## src/rtl/lsu_mem_master.sv

```systemverilog
// lsu_mem_master: initiator-side load/store unit in front of the memory controller port.
// Accepts one load or store at a time and builds the byte mask and lane-aligned store data.
// It holds the memory request for MEM_LATENCY cycles, then extends the load data and
// returns the result on a valid/ready response channel.
// Optional feature macro: LSU_MISALIGN_TRAP_EN. When it is defined, misaligned half/word
// requests are answered with resp_err=1 and perform no memory access. When it is undefined,
// resp_err is always 0 and misaligned accesses use the truncated mask and shift rules.
// Legal MEM_LATENCY range is 1..15 (the latency counter is 4 bits wide).

module lsu_mem_master #(
   parameter int MEM_LATENCY = 1
) (
   input  logic        clk,
   input  logic        rst_n,
   input  logic        req_valid,
   output logic        req_ready,
   input  logic        req_wen,
   input  logic [31:0] req_addr,
   input  logic [31:0] req_wdata,
   input  logic [1:0]  req_size,
   input  logic        req_unsigned,
   output logic        resp_valid,
   input  logic        resp_ready,
   output logic [31:0] resp_rdata,
   output logic        resp_err,
   output logic        mem_valid,
   output logic        mem_wen,
   output logic [31:0] mem_raddr,
   output logic [31:0] mem_waddr,
   output logic [31:0] mem_wdata,
   output logic [7:0]  mem_wmask,
   input  logic [31:0] mem_rdata
);

   localparam logic [1:0] ST_IDLE   = 2'd0;
   localparam logic [1:0] ST_ACCESS = 2'd1;
   localparam logic [1:0] ST_RESP   = 2'd2;

   localparam logic [3:0] CNT_LOAD  = 4'(MEM_LATENCY - 1);

   logic [1:0]  state_r;
   logic [3:0]  cnt_r;
   logic        req_ready_r;
   logic        mem_valid_r;
   logic        mem_wen_r;
   logic [31:0] addr_r;
   logic [31:0] wdata_r;
   logic [3:0]  wmask_r;
   logic [1:0]  off_r;
   logic [1:0]  size_r;
   logic        unsigned_r;
   logic        is_store_r;
   logic        resp_valid_r;
   logic [31:0] resp_rdata_r;
   logic        resp_err_r;

   logic        trap_s;

   // Byte enables: shifted lane pattern, truncated to the 4 byte lanes of the word.
   function automatic logic [3:0] gen_mask(input logic [1:0] size, input logic [1:0] off);
      logic [3:0] m;
      case (size)
         2'd0:    m = 4'b0001 << off;
         2'd1:    m = 4'b0011 << off;
         default: m = 4'b1111;
      endcase
      return m;
   endfunction

   // Store data moves from the low lanes up to the addressed byte lane.
   function automatic logic [31:0] align_wdata(input logic [31:0] data, input logic [1:0] off);
      return data << {off, 3'b000};
   endfunction

   // Load data moves down to the low lanes, then is sign- or zero-extended by size.
   function automatic logic [31:0] extract_load(input logic [31:0] raw, input logic [1:0] size,
                                                input logic [1:0] off, input logic uns);
      logic [31:0] sh;
      logic [31:0] res;
      sh = raw >> {off, 3'b000};
      case (size)
         2'd0:    res = uns ? {24'h000000, sh[7:0]}  : {{24{sh[7]}}, sh[7:0]};
         2'd1:    res = uns ? {16'h0000, sh[15:0]}   : {{16{sh[15]}}, sh[15:0]};
         default: res = sh;
      endcase
      return res;
   endfunction

`ifdef LSU_MISALIGN_TRAP_EN
   // Half-words must be 2-byte aligned; words (and size 3) must be 4-byte aligned.
   function automatic logic is_misaligned(input logic [1:0] size, input logic [1:0] off);
      logic mis;
      case (size)
         2'd0:    mis = 1'b0;
         2'd1:    mis = off[0];
         default: mis = (off != 2'b00);
      endcase
      return mis;
   endfunction

   assign trap_s = is_misaligned(req_size, req_addr[1:0]);
`else
   assign trap_s = 1'b0;
`endif

   // Request / access / response sequencing with all outputs held in registers.
   always_ff @(posedge clk) begin
      if (!rst_n) begin
         state_r      <= ST_IDLE;
         cnt_r        <= 4'd0;
         req_ready_r  <= 1'b1;
         mem_valid_r  <= 1'b0;
         mem_wen_r    <= 1'b0;
         addr_r       <= 32'h0000_0000;
         wdata_r      <= 32'h0000_0000;
         wmask_r      <= 4'h0;
         off_r        <= 2'd0;
         size_r       <= 2'd0;
         unsigned_r   <= 1'b0;
         is_store_r   <= 1'b0;
         resp_valid_r <= 1'b0;
         resp_rdata_r <= 32'h0000_0000;
         resp_err_r   <= 1'b0;
      end else begin
         case (state_r)
            ST_IDLE: begin
               if (req_valid) begin
                  addr_r      <= {req_addr[31:2], 2'b00};
                  off_r       <= req_addr[1:0];
                  size_r      <= req_size;
                  unsigned_r  <= req_unsigned;
                  is_store_r  <= req_wen;
                  req_ready_r <= 1'b0;
                  if (trap_s) begin
                     // Misaligned: answer straight away, memory is never touched.
                     state_r      <= ST_RESP;
                     cnt_r        <= 4'd0;
                     wdata_r      <= 32'h0000_0000;
                     wmask_r      <= 4'h0;
                     resp_valid_r <= 1'b1;
                     resp_rdata_r <= 32'h0000_0000;
                     resp_err_r   <= 1'b1;
                  end else begin
                     state_r     <= ST_ACCESS;
                     cnt_r       <= CNT_LOAD;
                     wdata_r     <= align_wdata(req_wdata, req_addr[1:0]);
                     wmask_r     <= gen_mask(req_size, req_addr[1:0]);
                     mem_valid_r <= 1'b1;
                     mem_wen_r   <= req_wen;
                     resp_err_r  <= 1'b0;
                  end
               end
            end
            ST_ACCESS: begin
               // The write strobe lives only in the first access cycle so the
               // controller performs the store exactly once.
               mem_wen_r <= 1'b0;
               if (cnt_r == 4'd0) begin
                  state_r      <= ST_RESP;
                  mem_valid_r  <= 1'b0;
                  resp_valid_r <= 1'b1;
                  resp_rdata_r <= is_store_r ? 32'h0000_0000
                                             : extract_load(mem_rdata, size_r, off_r, unsigned_r);
               end else begin
                  cnt_r <= cnt_r - 4'd1;
               end
            end
            ST_RESP: begin
               if (resp_ready) begin
                  state_r      <= ST_IDLE;
                  resp_valid_r <= 1'b0;
                  resp_rdata_r <= 32'h0000_0000;
                  resp_err_r   <= 1'b0;
                  req_ready_r  <= 1'b1;
               end
            end
            default: begin
               // Unreachable encoding: fall back to a quiet idle state.
               state_r      <= ST_IDLE;
               cnt_r        <= 4'd0;
               req_ready_r  <= 1'b1;
               mem_valid_r  <= 1'b0;
               mem_wen_r    <= 1'b0;
               resp_valid_r <= 1'b0;
               resp_rdata_r <= 32'h0000_0000;
               resp_err_r   <= 1'b0;
            end
         endcase
      end
   end

   assign req_ready  = req_ready_r;
   assign mem_valid  = mem_valid_r;
   assign mem_wen    = mem_wen_r;
   assign mem_raddr  = addr_r;
   assign mem_waddr  = addr_r;
   assign mem_wdata  = wdata_r;
   assign mem_wmask  = {4'b0000, wmask_r};
   assign resp_valid = resp_valid_r;
   assign resp_rdata = resp_rdata_r;
   assign resp_err   = resp_err_r;

endmodule

```

## config.mk

```make
export PLATFORM = sky130hd
export DESIGN_NAME = lsu_mem_master
export DESIGN_NICKNAME = d
export VERILOG_FILES = /design/src/rtl/lsu_mem_master.sv
export SDC_FILE = /design/constraint.sdc
export NUM_CORES = 1
export LEC_CHECK = 0
export ABC_AREA = 0
export CAP_MARGIN = 5
export CORE_MARGIN = 5
export CORE_UTILIZATION = 25
export CTS_CLUSTER_DIAMETER = 120
export DETAILED_ROUTE_END_ITERATION = 8
export GPL_TIMING_DRIVEN = 0
export PLACE_DENSITY_LB_ADDON = 0.2
export SLEW_MARGIN = 20
export SYNTH_ARGS = -nofsm -noshare
export SYNTH_HDL_FRONTEND = slang
export SYNTH_SLANG_ARGS = --single-unit
```

## constraint.sdc

```tcl
create_clock -name clk -period 1.7 [get_ports clk]
set_input_delay 0.255 -clock clk [delete_from_list [all_inputs] [get_ports clk]]
set_output_delay 0.255 -clock clk [all_outputs]
set_load 0.01 [all_outputs]
```

# [Yosys cells after proc, flatten, opt, wreduce, memory -nomap -nowiden]
# Index checks and enable logic that the tools add are counted.
[totals] ff_bits=115 mem_count=0 word_cells=69 mem_bits_ro=0 inputBits=104 ram_bits=0 output_inout_bits=141 latchBits=0
[classes] n_eq_ne=8 n_lt_le_gt_ge=0 reduce_logical=11 mul=0 n_shift=4 n_addsub=1 mux=27 bitwise=3 div_mod_pow=0
[op_table] operator="$mux W32" count=5
[op_table] operator="$pmux W32 S3" count=1
[op_table] operator="$pmux W32 S2" count=1
[op_table] operator="$shl A32 B5 Y32" count=1
[op_table] operator="$shr A32 B5 Y32" count=1
[op_table] operator="$reduce_and A3 Y1" count=5
[op_table] operator="$pmux W1 S3" count=4
[op_table] operator="$pmux W4 S3" count=1
[op_table] operator="$mux W4" count=2
[op_table] operator="$ne A2 B2 Y1 const B" count=4
[op_table] operator="$pmux W4 S2" count=1
[op_table] operator="$mux W1" count=7
[op_table] operator="$eq A2 B1 Y1 const B" count=3
[op_table] operator="$logic_not A2 Y1" count=3
[op_table] operator="$mux W2" count=3
[op_table] operator="$pmux W2 S3" count=1
[op_table] operator="$logic_not A4 Y1" count=1
[op_table] operator="$reduce_and A2 Y1" count=2
[op_table] operator="$shl A1 B2 Y4 const A" count=1
[op_table] operator="$shl A2 B2 Y4 const A" count=1
[op_table] operator="$sub A4 B1 Y4 const B" count=1
[op_table] operator="$not A1 Y1" count=3
[op_table] operator="$eq A2 B2 Y1 const B" count=1
[op_table] operator="$pmux W1 S2" count=1

# [Logic depth before layout (Yosys ltp)]
# Gate-level depths: netlist of the first run.
[depth] ltp_word=6 mapped_depth=8 ltp_nobuf=6

# [Least setup slack after synthesis of the first run]
# Ideal clock, no wire load.
[synth_path] path_kind="flip-flop to flip-flop" from="register cnt_r[0]" to="register resp_rdata_r[22] (netlist: resp_rdata[22])" setup_slack_ns=-0.091 n_path_buf=2 setup_ns=0.120 arrival_ns=1.671 required_ns=1.580 path_stages_with_launch=9 synth_period_minus_slack_ns=1.791 path_cell_list="dfxtp_1 > inv_1 > ha_1 > nor3b_2 > a21oi_2 > and2_1 > buf_2 > buf_6 > a211o_1"
[synth_via] elab_chain_cells=3
[synth_lines] item="start, declared" line_no="42" source="logic [3:0] cnt_r;"
[synth_lines] item="start signal, assigned" line_no="165" source="cnt_r <= cnt_r - 4'd1;"
[synth_lines] item="$logic_not A4 Y1" line_no="158" source="if (cnt_r == 4'd0) begin"
[synth_lines] item="$ne A2 B2 Y1 (no source line)"
[synth_lines] item="$reduce_and A3 Y1 (no source line)"
[synth_lines] item="end signal, assigned" line_no="162" source="resp_rdata_r <= is_store_r ? 32'h0000_0000"
[synth_lines] item="end, declared" line_no="54" source="logic [31:0] resp_rdata_r;"
# No other way between the ends.
# A chain may end at the register's enable or synchronous reset.

# [Worst setup path in the final report of the first run]
[layout_path] from="register off_r[1]" to="register resp_rdata_r[11] (netlist: resp_rdata[11])"
[layout_via] elab_chain_cells=6 elab_cells_between_ends=7 cone_classes="shift: 1; mux: 6"
[layout_lines] item="start, declared" line_no="49" source="logic [1:0] off_r;"
[layout_lines] item="start signal, assigned" line_no="129" source="off_r <= req_addr[1:0];"
[layout_lines] item="$shr A32 B5 Y32 (*)" line_no="80" source="sh = raw >> {off, 3'b000};"
[layout_lines] item="$mux W32 (on tied branches)" line_no="83, 82"
[layout_lines] item="$pmux W32 S2 (*)" line_no="81" source="case (size)"
[layout_lines] item="$mux W32 (*)" line_no="162"
[layout_lines] item="$mux W32 (*)" line_no="158"
[layout_lines] item="$pmux W32 S3 (*)" line_no="125" source="case (state_r)"
# Mark *: on every way between the ends. The rest lies on a longest branch, timed or not. The select of a mux whose other input is x is not followed.

==> results.md, run 1 <==
* Dpl hpwl at 15400 um
* Endpoints failing setup at 0
* PortBufs at 234
* CP Max Fanout at 8
* Root buf cell: clkbuf_16
* ANT cells at 0
* Worst path top cell family by delay: multiplexers
* Clock Latency Late Sink at 0.41 ns
* Minimum clock period at 1.69 ns
* Final Hold Viols at 0
* Pwr Density at 944 nW/um^2
* Top post-synthesis cells by count: dfxtp_1, nand2_1, a21boi_1
* WL per Instance at 17.2 um
* Area leader, netlist: dfxtp_1
* Met2 usage at 24.9%
* Post-synth EDFFs at 0
* CP arrival at 1.98 ns
* Slowest cell on crit path: mux4_2
* Post-synth top area share at 41.0%
* Area after DPL at 8310 um^2
* Largest net degree at the start of global routing at 17
* Vias at 5307
* Syn avg cell area at 9.17 um^2
* CP Data Required Time at 1.99 ns
* VDD IR max at 0.587 mV
* Period utilization at 99.4%
* Main synth FF type: dfxtp_1
* YS warnings at 0
* Dpl cells at 1129
* GRT busiest layer: met2
* Global Route met1 Usage at 19.4%
* Status: complete, no violations
* Synth cell types at 50
* Vias in the first global route at 5396
* H-tree levels at 4
* Mapped Area at 5570 um^2
* Row cnt at 54
* Hold Slack at 0.382 ns
* Slew HR at 51.3%
* Final design utilization at 42.5%
* Layout Skew at 0.00484 ns
* P&R area growth vs syn at 67.2%
* Total CTS buffers at 17
* Synth Instances at 607
* Max Freq at 592 MHz
* Final WL at 20200 um
* Starting Density at 25.4%
* Drt drc at 0
* Worst Setup Start Kind: flop
* Final instance count without filler cells at 1175
* Seq/Total Area, Yosys at 41.0%
* Core ar. at 21900 um^2
* Async set-or-reset flop fraction in the synthesized netlist at 0%
* CTS Buffer Depth at 2
* Buf+Inv Stages, Crit Path at 2
* Initial antenna violation count at 0
* Total power at 8.78 mW
* Share of layout cells above drive strength 1 at 20.1%
* Non-Filler Cell Area, Final at 9310 um^2
* Min-Delay Path Class: in -> reg
* Crit. End Element: flop
* Cell breakdown of the critical path: buf_6, mux4_2, nor4b_4, buf_12, a221oi_4, o2bb2ai_1
* Initial drt markers at 219
* Top-Level Pins at 245
* CP max stage delay at 0.52 ns
* Met3 track demand over resource at 5.90%
* Count of state elements after synthesis at 114
* Slew Limit Fails at 0
* Routability Congestion at 0.797
* Die area at 25400 um^2
* Leakage power figure at 3.84 nW
* Post-CTS Hold Fix Bufs at 0
* Slew @ Worst Pin at 0.730 ns
* CTS tree: done
* Nets at 987
* Synth area leaders: dfxtp_1, nand2_1, a21boi_1, buf_4, mux2i_1
* Routed Antenna Nets at 0
* First-pass GRT wire length at 31300 um
* Die Width at 159 um
* Clock Sinks at 114
* RSZ-0062 raised after global routing: true
* WS Path Type: reg -> reg
* Chip height at 159 um
* Via/cell ratio at 4.52
* Total gr overflow at 0
* DRT Pass-1 Iters at 7
* Clock transition at the registers of the reported paths at 0.05 ns
* GRT Util Overall at 15.5%
* Max Cap Viol at 0
-- worst min-delay path, stage by stage --
cell and delay [ns]:
clkdlybuf4s50_1 0.39, nand2_1 0.05, a21boi_1 0.05
-- kinds of logic after synthesis --
family                     synth area share, %
other                                   0.0674
muxes                                     11.3
DFF                                       41.0
buffers and inverters                     9.21
xor gates and xnor gates                 0.315
AOI/OAI and AO/OA                         20.8
and+or+nand+nor                           17.1
adders and majority gates                0.225
-- repair_timing --
action	CTS	global route
pin swaps	3	4
gates resized for setup	53	45
setup endpoints to repair	106	98
buffers inserted	13	4
endpoints found under the hold margin	0	0
-- sequential cells by signal, indices dropped and copies added, names as in the netlist --
register,count
state_r,2
mem_raddr,30
req_ready,1
size_r,2
mem_wen,1
mem_valid,1
mem_wdata,32
wmask_r,4
off_r,2
resp_rdata,32
unsigned_r,1
resp_valid,1
is_store_r,1
cnt_r,4
-- metal layers --
layer | wire [um] | share of wire [%]
met1 | 8990 | 45
met2 | 9360 | 46
met4 | 282 | 1.4
met5 | 0 | 0
met3 | 1550 | 7.7
-- area by class of cell --
class	instances	area, um^2
Clock inverter	14	164
Tap cell	280	350
Fill cell	2184	12600
Inverter	4	15.0
Timing Repair Buffer	250	2500
Buffer	83	572
Multi-Input combinational cell	412	2980
Sequential cell	114	2300
Clock buffer	18	429
-- power by group --
group / leakage [nW] / internal (mW) / total (mW) / switching (mW)
combinational: 2.62 / 1.18 / 2.16 / 0.975
clock: 0.274 / 2.29 / 3.59 / 1.30
sequential: 0.940 / 2.89 / 3.03 / 0.139
-- per-stage QoR --
stage / worst slack, ns / setup TNS [ns]
floorplan: 0.00901 / 0
global placement: -0.733 / -54.24
detailed placement: -0.756 / -54.48
CTS: 0.00373 / 0
global route: -0.0424 / -0.170
finish: 0.0102 / 0
-- placed cells by master, fill, tap and decap left out, types with 9 or more instances in the layout --
cell type / netlist / routed
clkdlybuf4s50_1: 0 / 225
nor2_1: 19 / 14
a211o_1: 16 / 16
nand3_1: 9 / 9
mux2_2: 16 / 16
dfxtp_2: 0 / 18
nand2_1: 114 / 114
clkbuf_16: 0 / 17
buf_6: 2 / 10
buf_4: 40 / 56
conb_1: 1 / 9
nor2b_1: 23 / 23
nor3_1: 10 / 10
mux2i_1: 26 / 26
a21oi_1: 13 / 13
a21boi_1: 54 / 54
o211ai_1: 18 / 18
o2bb2ai_1: 9 / 9
clkbuf_2: 0 / 9
dfxtp_1: 114 / 96
dlymetal6s2s_1: 0 / 9
clkbuf_1: 29 / 17
-- worst paths after layout --
kind | slack [ns] | cells after the start | end | from
max reg2reg | 0.01 | 6 | resp_rdata[11] | off_r[1]
min | 0.38 | 3 | mem_raddr[5] | req_addr[5]
max | 0.01 | 6 | resp_rdata[11] | off_r[1]
min reg2reg | 0.45 | 2 | mem_wdata[7] | mem_wdata[7]
No activity file was read; power rests on OpenSTA's default activity.
==> run 2: changes to the inputs <==
--- a/config.mk
+++ b/config.mk
@@ -17,3 +17,4 @@
 export SYNTH_ARGS = -nofsm -noshare
 export SYNTH_HDL_FRONTEND = slang
 export SYNTH_SLANG_ARGS = --single-unit
+export TNS_END_PERCENT = 30
==> results.md, run 2 (synthesized netlist as in run 1, its figures left out) <==
* CTS tree: done
* Nets at 985 (-0.20%)
* Share of layout cells above drive strength 1 at 20.9% (+0.83 points)
* Routability Congestion at 0.797 (unchanged)
* Via/cell ratio at 4.53 (+0.19%)
* Final WS setup at 0.00671 ns (-0.00348 ns)
* ANT cells at 0 (unchanged)
* CP arrival at 1.99 ns (about the same)
* Clock power share at 41.0% (about the same)
* CP Data Required Time at 2.00 ns (about the same)
* Min-Delay Path Class: in -> reg
* Vias in the first global route at 5391 (-0.093%)
* CP Max Fanout at 8 (unchanged)
* Multi-input gate area at 2970 um^2 (-0.38%)
* Initial antenna violation count at 0 (unchanged)
* Cell breakdown of the critical path: buf_6, mux4_2, nor4b_4, buf_12, a221oi_4, o2bb2ai_1
* Endpoints failing setup at 0 (unchanged)
* Worst Setup Start Kind: flop
* P_sw at 2.41 mW (-0.33%)
* Hold Path Stages at 3 (unchanged)
* Final instance count without filler cells at 1173 (-0.17%)
* FF+latch area at 2300 um^2 (unchanged)
* Pwr Density at 949 nW/um^2 (+0.53%)
* Leakage power figure at 3.69 nW (-3.7%)
* Clock Sinks at 114 (unchanged)
* Drt drc at 0 (unchanged)
* Layout Skew at 0.00502 ns (+0.000178 ns)
* Dpl cells at 1129 (unchanged)
* Slew Limit Fails at 0 (unchanged)
* Dpl hpwl at 15400 um (unchanged)
* Slew HR at 53.7% (+2.4 points)
* Fin Setup TNS at 0 ns (unchanged)
* Setup crit end: resp_rdata[11]
* Crit path from: off_r[1]
* Largest net degree at the start of global routing at 17 (unchanged)
* Row cnt at 54 (unchanged)
* Reg2Reg Depth at 6 (unchanged)
* Met2 usage at 25.2% (+0.29 points)
* Minimum clock period at 1.69 ns (+0.00348 ns)
* DRT Pass-1 Iters at 5 (-2)
* WS Path Type: reg -> reg
* Status: complete, no violations
* Max Cap Viol at 0 (unchanged)
* VDD IR max at 0.587 mV (about the same)
* Crit. End Element: flop
* First-pass GRT wire length at 31400 um (+0.15%)
* Slowest cell on crit path: mux4_2
* Commonest cells after routing, fill and taps aside: clkdlybuf4s50_1, nand2_1, dfxtp_1
* Period utilization at 99.6% (+0.20 points)
* WL per Instance at 17.2 um (about the same)
* Clock transition at the registers of the reported paths at 0.05 ns (about the same)
* CTS Buffer Depth at 2 (unchanged)
* Global Route met1 Usage at 19.3% (-0.095 points)
* Final design utilization at 42.2% (-0.34 points)
* Starting Density at 25.4% (unchanged)
* Met3 track demand over resource at 6.06% (+0.16 points)
* Total CTS buffers at 17 (unchanged)
* Post-CTS Hold Fix Bufs at 0 (unchanged)
* Routed Antenna Nets at 0 (unchanged)
* Slew @ Worst Pin at 0.693 ns (-0.0366 ns)
* Reg-to-reg endpoint: resp_rdata[11]
* CP max stage delay at 0.52 ns (about the same)
* RSZ-0062 raised after global routing: true
* Total power at 8.76 mW (-0.26%)
* Reg2Reg Setup Slack at 0.007 ns (about the same)
* PortBufs at 234 (unchanged)
* Root buf cell: clkbuf_16
* P&R area growth vs syn at 65.9%
* Comb pwr share at 24.4% (-0.2 points)
* Max Freq at 591 MHz (-0.21%)
* Commonest non-fill, non-tap cell in the layout: clkdlybuf4s50_1
* GRT Util Overall at 15.5% (+0.027 points)
* Total gr overflow at 0 (unchanged)
* Top-Level Pins at 245 (unchanged)
* Core ar. at 21900 um^2 (unchanged)
* Final WL at 20100 um (-0.19%)
* Fill count at 2197 (+0.60%)
* Vias at 5308 (+0.019%)
* Final Hold Viols at 0 (unchanged)
* Initial drt markers at 202 (-7.8%)
* H-tree levels at 4 (unchanged)
* Clock Latency Late Sink at 0.41 ns (about the same)
* Switch share at 27.5% (about the same)
* Die area at 25400 um^2 (unchanged)
* Seq pwr share at 34.6% (about the same)
* Chip height at 159 um (unchanged)
* R2r startpoint: off_r[1]
* Die Width at 159 um (unchanged)
* Worst slack at placement at -0.756 ns (unchanged)
* GRT busiest layer: met2
* Internal cell power at 6.35 mW (-0.24%)
==> run 2: cell types whose count changed in the layout (fill, tap and decap cells not counted), sizes merged <==
| cell | change |
|---|---|
| dlymetal6s2s | -9 |
| buf | +7 |
==> run 2: worst max-delay path, delay by kind of cell (launching register included) <==
| family | cells | cell delay [ns] |
|---|---|---|
| buffers and inverters | 2 | 0.27 |
| AND/OR/NAND/NOR | 1 | 0.16 |
| multiplexers | 1 | 0.52 |
| AO/OA/AOI/OAI | 2 | 0.31 |
| flip-flops | 1 | 0.33 |
==> run 2: how the worst min path moves through the flow <==
| stage | startpoint | end |
|---|---|---|
| 3_3_place_gp | mem_wdata[6] | mem_wdata[6] |
| 2_1_floorplan | mem_rdata[24] | resp_rdata[24] |
| 6_report | req_addr[5] | mem_raddr[5] |
| 4_1_cts | req_addr[5] | mem_raddr[5] |
| 3_5_place_dp | mem_wdata[7] | mem_wdata[7] |
| 5_1_grt | req_addr[28] | mem_raddr[28] |
==> run 2: through the flow <==
stage	area, um^2	hold slack (ns)
2_1_floorplan	5620	0.373
3_3_place_gp	8310	0.440
3_5_place_dp	8310	0.446
4_1_cts	9200	0.365
5_1_grt	9240	0.380
6_report	9240	0.383
==> run 2: what timing repair did <==
action	in CTS	in global routing
resized for setup	56	39
endpoints found under the setup margin	106	98
pin swaps	3	2
buffers inserted	12	3
endpoints found under the hold margin	0	0
==> run 2: layout make-up <==
cell class	instances	area share, %
clock inverters	14	1.77
well taps	280	3.79
multi-input cells	412	32.1
repair buffers	248	26.4
flip-flops and latches	114	25.0
clock buffers	18	4.65
inverters	4	0.163
plain buffers	83	6.16
==> run 2: metal layers <==
| metal | wire length, um | share of wire (%) | vias to the layer above |
|---|---|---|---|
| met3 | 1520 | 7.5 | 13 |
| li1 | - | - | 2654 |
| met1 | 8980 | 45 | 2472 |
| met2 | 9430 | 47 | 169 |
| met5 | 0 | 0 | - |
| met4 | 208 | 1.0 | 0 |
==> run 2: power by group through the flow <==
stage	combinational (mW)	clock [mW]	sequential [mW]
finish	2.14	3.59	3.03
floorplan	0.875	0	3.15
detailed placement	1.99	0	3.08
global route	2.30	3.83	3.06
global placement	2.00	0	3.08
CTS	2.14	3.69	3.03
==> run 3: changes to the inputs <==
==> constraint.sdc (replaced) <==
create_clock -name clk -period 1.7 [get_ports clk]
set_input_delay 0.255 -clock clk [delete_from_list [all_inputs] [get_ports clk]]
set_output_delay 0.255 -clock clk [all_outputs]
set_load 0.02 [all_outputs]
==> results.md, run 3 (synthesized netlist as in run 1, its figures left out) <==
* Status: finished with violations
* Violated checks: negative setup slack
* CP Data Required Time at 2.00 ns (about the same)
* Slew HR at 50.7% (-3.0 points)
* CP arrival at 2.02 ns (+0.03 ns)
* Reg-to-reg endpoint: resp_rdata[11]
* Routability Congestion at 0.797 (unchanged)
* Vias at 5322 (+0.26%)
* Slowest cell on crit path: mux4_2
* CP max stage delay at 0.51 ns (about the same)
* Switch share at 29.3% (+1.8 points)
* Max Freq at 579 MHz (-1.9%)
* Starting Density at 25.4% (unchanged)
* Via/cell ratio at 4.53 (about the same)
* H-tree levels at 4 (unchanged)
* Slew Limit Fails at 0 (unchanged)
* Hold path startpoint: req_addr[5]
* Top-Level Pins at 245 (unchanged)
* Crit. End Element: flop
* Hold Path Stages at 3 (unchanged)
* Share of layout cells above drive strength 1 at 21.9% (+0.96 points)
* Commonest non-fill, non-tap cell in the layout: clkdlybuf4s50_1
* Core ar. at 21900 um^2 (unchanged)
* Vias in the first global route at 5409 (+0.33%)
* Commonest cells after routing, fill and taps aside: clkdlybuf4s50_1, nand2_1, dfxtp_1
* Initial antenna violation count at 0 (unchanged)
* ANT cells at 0 (unchanged)
* Initial drt markers at 212 (+5.0%)
* Final design utilization at 42.4% (+0.17 points)
* Slew @ Worst Pin at 0.739 ns (+0.0454 ns)
* Max Cap Viol at 0 (unchanged)
* Clock transition at the registers of the reported paths at 0.05 ns (about the same)
* P_sw at 2.62 mW (+8.8%)
* Total gr overflow at 0 (unchanged)
* Layout Skew at 0.00512 ns (+0.000100 ns)
* GRT Util Overall at 15.6% (+0.070 points)
* VDD IR max at 0.589 mV (+0.44%)
* Nets at 987 (+0.20%)
* PortBufs at 234 (unchanged)
* Post-CTS Hold Fix Bufs at 0 (unchanged)
* Total CTS buffers at 17 (unchanged)
* Crit path from: off_r[1]
* WL per Instance at 17.3 um (+0.70%)
* Die Width at 159 um (unchanged)
* Clock power share at 40.2% (-0.8 points)
* WS Path Type: reg -> reg
* P&R area growth vs syn at 66.5%
* Minimum clock period at 1.73 ns (+0.0327 ns)
* Final Hold Viols at 0 (unchanged)
* Clock Latency Late Sink at 0.41 ns (about the same)
* Dpl hpwl at 15400 um (unchanged)
* Reg2Reg Setup Slack at -0.03 ns (-0.03 ns)
* Clock Sinks at 114 (unchanged)
* Leakage power figure at 4.10 nW (+11%)
* Reg2Reg Depth at 6 (unchanged)
* Fin Setup TNS at -0.0269 ns (-0.0269 ns)
* DRT Pass-1 Iters at 5 (unchanged)
* Pwr Density at 966 nW/um^2 (+1.8%)
* Seq pwr share at 33.8% (-0.8 points)
* Drt drc at 0 (unchanged)
* CTS Buffer Depth at 2 (unchanged)
* Worst Setup Start Kind: flop
* Row cnt at 54 (unchanged)
* Root buf cell: clkbuf_16
* Internal cell power at 6.33 mW (-0.31%)
* Comb pwr share at 26.0% (+1.6 points)
* CP Max Fanout at 8 (unchanged)
* Endpoints failing setup at 2 (+2)
* Hold Path End: mem_raddr[5]
* Routed Antenna Nets at 0 (unchanged)
* Die area at 25400 um^2 (unchanged)
* Worst slack at placement at -0.756 ns (unchanged)
* Fill count at 2211 (+0.64%)
* First-pass GRT wire length at 31500 um (+0.53%)
* Min-Delay Path Class: in -> reg
* Total power at 8.95 mW (+2.2%)
* Cell breakdown of the critical path: buf_8, mux4_2, nor4b_4, buf_12, a221oi_4, o2bb2ai_1
* Period utilization at 102% (+1.9 points)
* Final WL at 20300 um (+0.87%)
* Chip height at 159 um (unchanged)
* CTS tree: done
* Final WS setup at -0.0260 ns (-0.0327 ns)
* RSZ-0062 raised after global routing: true
* Largest net degree at the start of global routing at 17 (unchanged)
* R2r startpoint: off_r[1]
[run 3: cell count changes in the layout (fill, tap and decap cells not counted), moves of 2 or more]
cell	delta
buf_4	+22
clkdlybuf4s50_1	-44
dfxtp_2	-15
dfxtp_1	+14
buf_6	-2
dlymetal6s2s_1	+23
[run 3: power groups by stage]
stage                     clock network (mW)  registers (mW)  logic [mW]
after global routing                    3.83            3.06        2.49
after detailed placement                   0            3.08        2.19
after floorplan                            0            3.29       0.926
final                                   3.60            3.03        2.33
after CTS                               3.69            3.03        2.30
after global placement                     0            3.08        2.20
[run 3: critical path, delay by kind of cell (launching register included)]
family | cells | cell delay [ns]
buffers and inverters | 2 | 0.27
and+or+nand+nor | 1 | 0.16
DFF | 1 | 0.37
muxes | 1 | 0.51
AOI/OAI and AO/OA | 2 | 0.32
[run 3: metal layers]
metal | GRT usage (%) | vias to the layer above | routed length (um)
met3 | 6.24 | 19 | 1580
met2 | 24.8 | 181 | 9380
met4 | 4.19 | 0 | 286
li1 | - | 2660 | -
met1 | 19.6 | 2462 | 9060
met5 | 0 | - | 0
[run 3: final cells by class]
type                    count  area, um^2  area share [%]
multi-input cells         412        2980            32.2
repair buffers            250        2470            26.7
flip-flops and latches    114        2290            24.7
plain buffers              83         566            6.10
clock buffers              18         429            4.63
well taps                 280         350            3.78
clock inverters            14         164            1.77
inverters                   4        15.0           0.162
[run 3: through the flow]
| stage | cell area, um^2 | cells | hold WS [ns] |
|---|---|---|---|
| 6_report | 9270 | 1175 | 0.390 |
| 5_1_grt | 9270 | 1175 | 0.380 |
| 4_1_cts | 9090 | 1171 | 0.372 |
| 3_5_place_dp | 8310 | 1129 | 0.446 |
| 3_3_place_gp | 8310 | 1129 | 0.440 |
| 2_1_floorplan | 5620 | 615 | 0.373 |
[run 3: worst max path at each step]
stage | endpoint | slack [ns] | depth (start not counted)
floorplan | resp_rdata[22] | 0.009 | 8
global placement | mem_wdata[20] | -0.73 | 6
detailed placement | mem_wdata[19] | -0.76 | 6
CTS | resp_rdata[12] | -0.08 | 6
global route | resp_rdata[11] | -0.08 | 6
finish | resp_rdata[11] | -0.03 | 6
[run 3: repair_timing]
action	CTS	global route
pin swaps	4	1
setup buffers	10	6
endpoints found under the hold margin	0	0
cloned	1	0
resized for setup	83	45
setup endpoints to repair	133	90
